### config.mk
export PLATFORM = sky130hd
export DESIGN_NAME = mem_port_arbiter
export DESIGN_NICKNAME = d
export VERILOG_FILES = /design/src/rtl/mem_port_arbiter.sv
export SDC_FILE = /design/constraint.sdc
export NUM_CORES = 1
export LEC_CHECK = 0
export ABC_AREA = 1
export BUFFER_PORTS_ARGS = -buffer_cell sky130_fd_sc_hd__buf_2
export CAP_MARGIN = 20
export CORE_MARGIN = 4
export CORE_UTILIZATION = 39
export CTS_BUF_LIST = sky130_fd_sc_hd__clkbuf_4 sky130_fd_sc_hd__clkbuf_8 sky130_fd_sc_hd__clkbuf_16
export DETAILED_ROUTE_END_ITERATION = 12
export GPL_ROUTABILITY_DRIVEN = 0
export PLACE_DENSITY = 0.77
export SETUP_SLACK_MARGIN = 0.15
export SYNTH_ARGS = -nofsm -noshare
export SYNTH_HDL_FRONTEND = slang
export SYNTH_SLANG_ARGS = --single-unit
### constraint.sdc
create_clock -name clk -period 2.4 [get_ports clk]
set_input_delay 0.24 -clock clk [delete_from_list [all_inputs] [get_ports clk]]
set_output_delay 0.24 -clock clk [all_outputs]
set_load 0.005 [all_outputs]
### src/rtl/mem_port_arbiter.sv
// Arbitrates the single external memory port between icache refills and dcache reads/writes.
// The data cache has fixed priority; a starvation counter forces an icache grant after STARVE_LIMIT dcache wins.
module mem_port_arbiter #(
  parameter int ADDR_W       = 32,
  parameter int DATA_W       = 32,
  parameter int IC_BURST     = 4,
  parameter int DC_BURST     = 4,
  parameter int STARVE_LIMIT = 8
) (
  input  logic              clk,
  input  logic              reset,
  input  logic              ic_req,
  input  logic [ADDR_W-1:0] ic_addr,
  output logic [DATA_W-1:0] ic_rdata,
  output logic              ic_rvalid,
  output logic              ic_done,
  input  logic              dc_req,
  input  logic              dc_we,
  input  logic [ADDR_W-1:0] dc_addr,
  input  logic [DATA_W-1:0] dc_wdata,
  output logic [DATA_W-1:0] dc_rdata,
  output logic              dc_rvalid,
  output logic              dc_done,
  output logic              mem_cmd_valid,
  input  logic              mem_cmd_ready,
  output logic [ADDR_W-1:0] mem_cmd_addr,
  output logic              mem_cmd_we,
  output logic [3:0]        mem_cmd_len,
  output logic [DATA_W-1:0] mem_cmd_wdata,
  input  logic              mem_rvalid,
  input  logic [DATA_W-1:0] mem_rdata,
  input  logic              mem_bvalid
);

  localparam logic [3:0] S_IDLE  = 4'b0001;
  localparam logic [3:0] S_CMD   = 4'b0010;
  localparam logic [3:0] S_RDATA = 4'b0100;
  localparam logic [3:0] S_WRESP = 4'b1000;

  localparam logic [1:0] OWN_NONE = 2'b00;
  localparam logic [1:0] OWN_IC   = 2'b01;
  localparam logic [1:0] OWN_DC   = 2'b10;

  localparam logic [3:0] IC_LEN = 4'(IC_BURST - 1);
  localparam logic [3:0] DC_LEN = 4'(DC_BURST - 1);

  localparam int              SC_W       = $clog2(STARVE_LIMIT + 1);
  localparam logic [SC_W-1:0] STARVE_MAX = SC_W'(STARVE_LIMIT);

  logic [3:0]        state_q,  state_d;
  logic [1:0]        owner_q,  owner_d;
  logic [3:0]        beat_q,   beat_d;
  logic [SC_W-1:0]   starve_q, starve_d;
  logic [ADDR_W-1:0] addr_q,   addr_d;
  logic              we_q,     we_d;
  logic [3:0]        len_q,    len_d;
  logic [DATA_W-1:0] wdata_q,  wdata_d;

  logic rd_beat;
  logic last_beat;

  always_comb begin
    // NOTE: every next-state signal takes its hold value first so no path leaves it unassigned (no latches).
    state_d  = state_q;
    owner_d  = owner_q;
    beat_d   = beat_q;
    starve_d = starve_q;
    addr_d   = addr_q;
    we_d     = we_q;
    len_d    = len_q;
    wdata_d  = wdata_q;

    unique case (state_q)
      S_IDLE: begin
        owner_d = OWN_NONE;
        if (!ic_req) starve_d = '0;
        if (ic_req && (!dc_req || starve_q >= STARVE_MAX)) begin
          owner_d  = OWN_IC;
          addr_d   = ic_addr;
          we_d     = 1'b0;
          len_d    = IC_LEN;
          wdata_d  = '0;
          starve_d = '0;
          state_d  = S_CMD;
        end else if (dc_req) begin
          owner_d = OWN_DC;
          addr_d  = dc_addr;
          we_d    = dc_we;
          len_d   = dc_we ? 4'd0 : DC_LEN;
          wdata_d = dc_wdata;
          if (ic_req) starve_d = starve_q + 1'b1;
          state_d = S_CMD;
        end
      end
      S_CMD: begin
        if (mem_cmd_ready) begin
          beat_d  = '0;
          state_d = we_q ? S_WRESP : S_RDATA;
        end
      end
      S_RDATA: begin
        if (mem_rvalid) begin
          beat_d = beat_q + 4'd1;
          if (beat_q == len_q) begin
            owner_d = OWN_NONE;
            state_d = S_IDLE;
          end
        end
      end
      S_WRESP: begin
        if (mem_bvalid) begin
          owner_d = OWN_NONE;
          state_d = S_IDLE;
        end
      end
      default: begin
        owner_d = OWN_NONE;
        state_d = S_IDLE;
      end
    endcase
  end

  // NOTE: state registers use non-blocking assignments so every flop samples pre-edge values.
  always_ff @(posedge clk or posedge reset) begin
    if (reset) begin
      state_q  <= S_IDLE;
      owner_q  <= OWN_NONE;
      beat_q   <= '0;
      starve_q <= '0;
      addr_q   <= '0;
      we_q     <= 1'b0;
      len_q    <= '0;
      wdata_q  <= '0;
    end else begin
      state_q  <= state_d;
      owner_q  <= owner_d;
      beat_q   <= beat_d;
      starve_q <= starve_d;
      addr_q   <= addr_d;
      we_q     <= we_d;
      len_q    <= len_d;
      wdata_q  <= wdata_d;
    end
  end

  // Read beats bypass the registers so the owner sees data and done in the beat's own cycle.
  assign rd_beat   = (state_q == S_RDATA) && mem_rvalid;
  assign last_beat = rd_beat && (beat_q == len_q);

  assign ic_rvalid = rd_beat && (owner_q == OWN_IC);
  assign ic_done   = last_beat && (owner_q == OWN_IC);
  assign ic_rdata  = ic_rvalid ? mem_rdata : '0;

  assign dc_rvalid = rd_beat && (owner_q == OWN_DC);
  assign dc_done   = (last_beat && (owner_q == OWN_DC)) || ((state_q == S_WRESP) && mem_bvalid);
  assign dc_rdata  = dc_rvalid ? mem_rdata : '0;

  assign mem_cmd_valid = (state_q == S_CMD);
  assign mem_cmd_addr  = addr_q;
  assign mem_cmd_we    = we_q;
  assign mem_cmd_len   = len_q;
  assign mem_cmd_wdata = wdata_q;

endmodule
# [Word level (Yosys, flattened, before mapping)]
# Index checks and enable logic that the tools add are counted.
# Widths: inputs -> output; s select.
[totals] out_inout_bits=138 reg_bits=83
[op_classes] order_cmp=1 bitwise_logic=1 reduce_logical=17 addsub=2 eq_ne=12 muxes=32
[ops] op="$mux 32" count=6
[ops] op="$mux 4" count=15
[ops] op="$pmux 4 s4" count=1
[ops] op="$mux 2" count=6
[ops] op="$add 4x1->4 const B" count=2
[ops] op="$logic_and 1x1->1" count=8
[ops] op="$pmux 2 s4" count=1
[ops] op="$pmux 4 s2" count=1
[ops] op="$ne 2x2->1 const B" count=3
[ops] op="$reduce_and 5->1" count=1
[ops] op="$eq 4x1->1 const B" count=1
[ops] op="$eq 4x2->1 const B" count=1
[ops] op="$eq 4x3->1 const B" count=1
[ops] op="$eq 4x4->1" count=1
[ops] op="$eq 4x4->1 const B" count=1
[ops] op="$ge 4x4->1 const B" count=1
[ops] op="$reduce_and 4->1" count=1
[ops] op="$reduce_bool 2->1" count=2
[ops] op="$ne 3x3->1 const B" count=1
[ops] op="$reduce_and 3->1" count=1
[ops] op="$eq 2x1->1 const B" count=1
[ops] op="$eq 2x2->1 const B" count=1
[ops] op="$logic_or 1x1->1" count=2
[ops] op="$mux 1" count=2
[ops] op="4 further kinds" count=4

# [Depth between registers and ports, before layout]
[depth] ltp_word=5 depth_mapped=8 ltp_nobuf=8

# [Worst setup path before layout]
# No wires, ideal clock.
[synth_path] kind="register to output" start="reg state_q[0]" end="out dc_rdata[2]" t_required_ps=2160 stages_incl_launch_ff=7 arrival_time_ps=1160 path_slack_ps=1000 path_cell_list="dfstp_2 -> nor2_2 -> nand2_2 -> nor2_8 -> nand3_4 -> buf_6 -> nor2_1"
[synth_between] elab_chain_len=4
[synth_lines] item="start: declaration" line="50" source="logic [3:0] state_q, state_d;"
[synth_lines] item="start signal: assignment" line="135" source="state_q <= state_d;"
[synth_lines] item="$eq 4x3->1" line="147" source="assign rd_beat = (state_q == S_RDATA) && mem_rvalid;"
[synth_lines] item="$logic_and 1x1->1" line="147"
[synth_lines] item="$logic_and 1x1->1" line="154" source="assign dc_rvalid = rd_beat && (owner_q == OWN_DC);"
[synth_lines] item="$mux 32" line="156" source="assign dc_rdata = dc_rvalid ? mem_rdata : '0;"
[synth_lines] item="end: declaration" line="21" source="output logic [DATA_W-1:0] dc_rdata,"
# No other way between the ends.

# [Worst setup path after layout]
[layout_path] start="reg state_q[0]" end="out ic_rdata[2]"
[layout_between] elab_chain_len=4
[layout_lines] item="$eq 4x3->1" line="147"
[layout_lines] item="$logic_and 1x1->1" line="147"
[layout_lines] item="$logic_and 1x1->1" line="150" source="assign ic_rvalid = rd_beat && (owner_q == OWN_IC);"
[layout_lines] item="$mux 32" line="152" source="assign ic_rdata = ic_rvalid ? mem_rdata : '0;"
[layout_lines] item="end: declaration" line="14" source="output logic [DATA_W-1:0] ic_rdata,"
# No other way between the ends.

==> impl_metrics.toml <==
[status]
status = "completed"

[sta]
timing.fmax_ghz = 0.434
rsz0062_at_grt = "true"
skew_ns = 0.0111
setup_viol = 0
relSlewSlack_pct = 53.7
drv_slew = 0
fin_crit_sh_pct = 96.0
period_needed_ns = 2.30
hold_violations = 0
tightest_slew_ns = 0.695

[floorplan]
start_util_pct = 39.8
row_count = 38
ios = 274
dieArea_um2 = 12800
die_y_um = 113
core_area_um2 = 10800
die_x_um = 113

[clock_network]
clockBufferDepth = 2
clkLatencyLatePin_ns = 0.36
post_cts_buffers = 0
path_clk_slew_ns = 0.09
clock-sinks = 80
cts_made_buffers = 9
cts_tree = "built"
cts_root_buf = "clkbuf_8"
htreeDepth = 3

[route]
drc = 0
vias = 4320
dr_wl_met3_um = 1240
vias_per_cell = 4.70
first_iter_violations = 174
firstDrtPassIters = 4
met2RoutedLength_um = 6310
antenna_left = 0
wl_met1_um = 4870
wl_um = 12800
wl_per_cell_um = 13.9
routed.top_layer = "met4"

[yosys]
synthAdderAreaFrac_pct = 0.581
syn_avg_cell_area_um2 = 8.35
synth-seq-cells = 80
synthesis.area_um2 = 4310
synthXorXnorAreaFrac_pct = 0.407
synth_cells = 516
synth_top_family_by_area = "simple AND/OR/NAND/NOR gates"
synthMuxAreaShare_pct = 0.232
ys_warn_count = 0
ys_types = 33
synth_compound_area_share_pct = 16.7
ys_seq_area_share_pct = 46.5
yosys.area_share.simple_pct = 25.0

[final_layout]
final_area_um2 = 5910
final_cell_mix = "buf_2, nand2_1, dfrtp_1, inv_1, nor2_2"
area_growth_syn_to_layout_pct = 37.2
finish.utilization_pct = 54.5
layout-drive-gt1-share_pct = 46.6
final_common_cell = "buf_2"
final_cells = 919
final_nets = 912
n_antenna_cell = 0

[power_and_ir_drop]
p_total_uw = 5940
p_leak_uw = 0.00339
powerDensity_nw_per_um2 = 1000
vdd_ir_drop_max_uv = 557

[worst_setup_path]
crit_start = "state_q[0]$_DFFE_PP1P_"
crit_type = "reg2out"
cp.required_ns = 2.16
worstReg2RegStart = "state_q[0]$_DFFE_PP1P_"
worstRegToRegCells = 6
worstSetupStartpointType = "flip-flop"
cp-end-kind = "output port"
cp_max_fo = 17
r2r_end = "mem_cmd_we$_DFFE_PP0P_"
arrival_ns = 2.06
rrSetupSlack_ns = 0.67
endpoint = "ic_rdata[2]"

[global_routing]
track_usage_pct = 19.4
grt_overflow = 0
first_global_vias = 4184
antenna_found_initial = 0
grt_max_degree = 91
grt_pass1_wl_um = 20100

[placed_design]
dp_hpwl_um = 9470
placed_area_um2 = 5690
dp_cells = 900
portBuffers = 271

[min_path]
min_path_type = "in2reg"

[job]
drv_cap = 0
==> logic make-up after synthesis <==
kind of cell | after synthesis
compound gates | 106
xor+xnor | 2
fa+ha+maj | 2
buf+inv | 92
flops | 80
mux | 1
other cells | 1
simple gates | 232
==> routing by layer <==
layer	vias up	track usage, %
li1	2153	-
met1	1936	21.9
met2	205	33.9
met3	26	5.67
met4	0	8.81
met5	-	0
==> stage by stage <==
| stage | TNS (ns) | hold WS [ns] | setup WS (ns) |
|---|---|---|---|
| 4_1_cts | 0 | 0.100 | 0.0993 |
| 3_3_place_gp | 0 | 0.393 | 0.539 |
| 5_1_grt | -1.41 | 0.105 | -0.0865 |
| 6_report | 0 | 0.113 | 0.0972 |
| 3_5_place_dp | 0 | 0.395 | 0.471 |
| 2_1_floorplan | 0 | 0.381 | 1.00 |
==> report_power, final <==
part	switching, µW	internal (µW)
Clock	497	480
Combinational	1400	1240
Sequential	373	1950
==> area by class of cell <==
class,count,area [µm²]
Tap cell,140,175
Fill cell,1020,4930
Inverter,59,228
Clock buffer,9,124
Clock inverter,7,70.1
Sequential cell,80,2000
Timing Repair Buffer,277,1430
Multi-Input combinational cell,347,1880
==> critical path, cell delays in order (launching register included) <==
cell     delay [ns]
dfstp_2        0.39
nor2_2         0.19
nand2_2        0.14
nor2_8         0.19
nand3_2        0.45
nor2_2         0.21
buf_2          0.14
==> timing repair <==
item                                    CTS  global route
pin swaps                                 2             0
hold buffers                              1             0
hold endpoints to repair                 38             0
gates cloned                              2             0
endpoints found under the setup margin    8            35
gates resized for setup                   0             1
==> how the worst min path moves through the flow <==
stage                     start                           end  slack (ns)  cells after the start
finish              dc_wdata[1]  mem_cmd_wdata[1]$_DFFE_PP0P_        0.11                      3
global route        dc_wdata[8]  mem_cmd_wdata[8]$_DFFE_PP0P_        0.11                      3
CTS                 dc_wdata[1]  mem_cmd_wdata[1]$_DFFE_PP0P_        0.10                      3
detailed placement        reset  mem_cmd_wdata[6]$_DFFE_PP0P_        0.40                      3
global placement          reset  mem_cmd_wdata[2]$_DFFE_PP0P_        0.39                      3
floorplan            ic_addr[0]   mem_cmd_addr[0]$_DFFE_PP0P_        0.38                      2
==> cell usage after synthesis (all sizes together) <==
library cell	count	area (µm²)
a21boi	1	7.51
a21oi	33	165
a2bb2oi	32	343
buf	28	209
clkbuf	5	20.0
conb	1	3.75
dfrtp	79	1980
dfstp	1	26.3
ha	2	25.0
inv	59	224
mux2i	1	10.0
nand2	130	493
nand3	15	100
nand3b	1	7.51
nand4	3	18.8
nor2	80	437
nor3	2	10.0
nor3b	1	12.5
o21a	1	7.51
o21ai	39	195
xor2	2	17.5
==> registers in the layout, summed over array words and instances (netlist names) <==
register	cells
beat_q	4
mem_cmd_addr	32
mem_cmd_len	1
mem_cmd_wdata	32
mem_cmd_we	1
owner_q	2
starve_q	4
state_q	4
(Power assumes the default switching activity.)
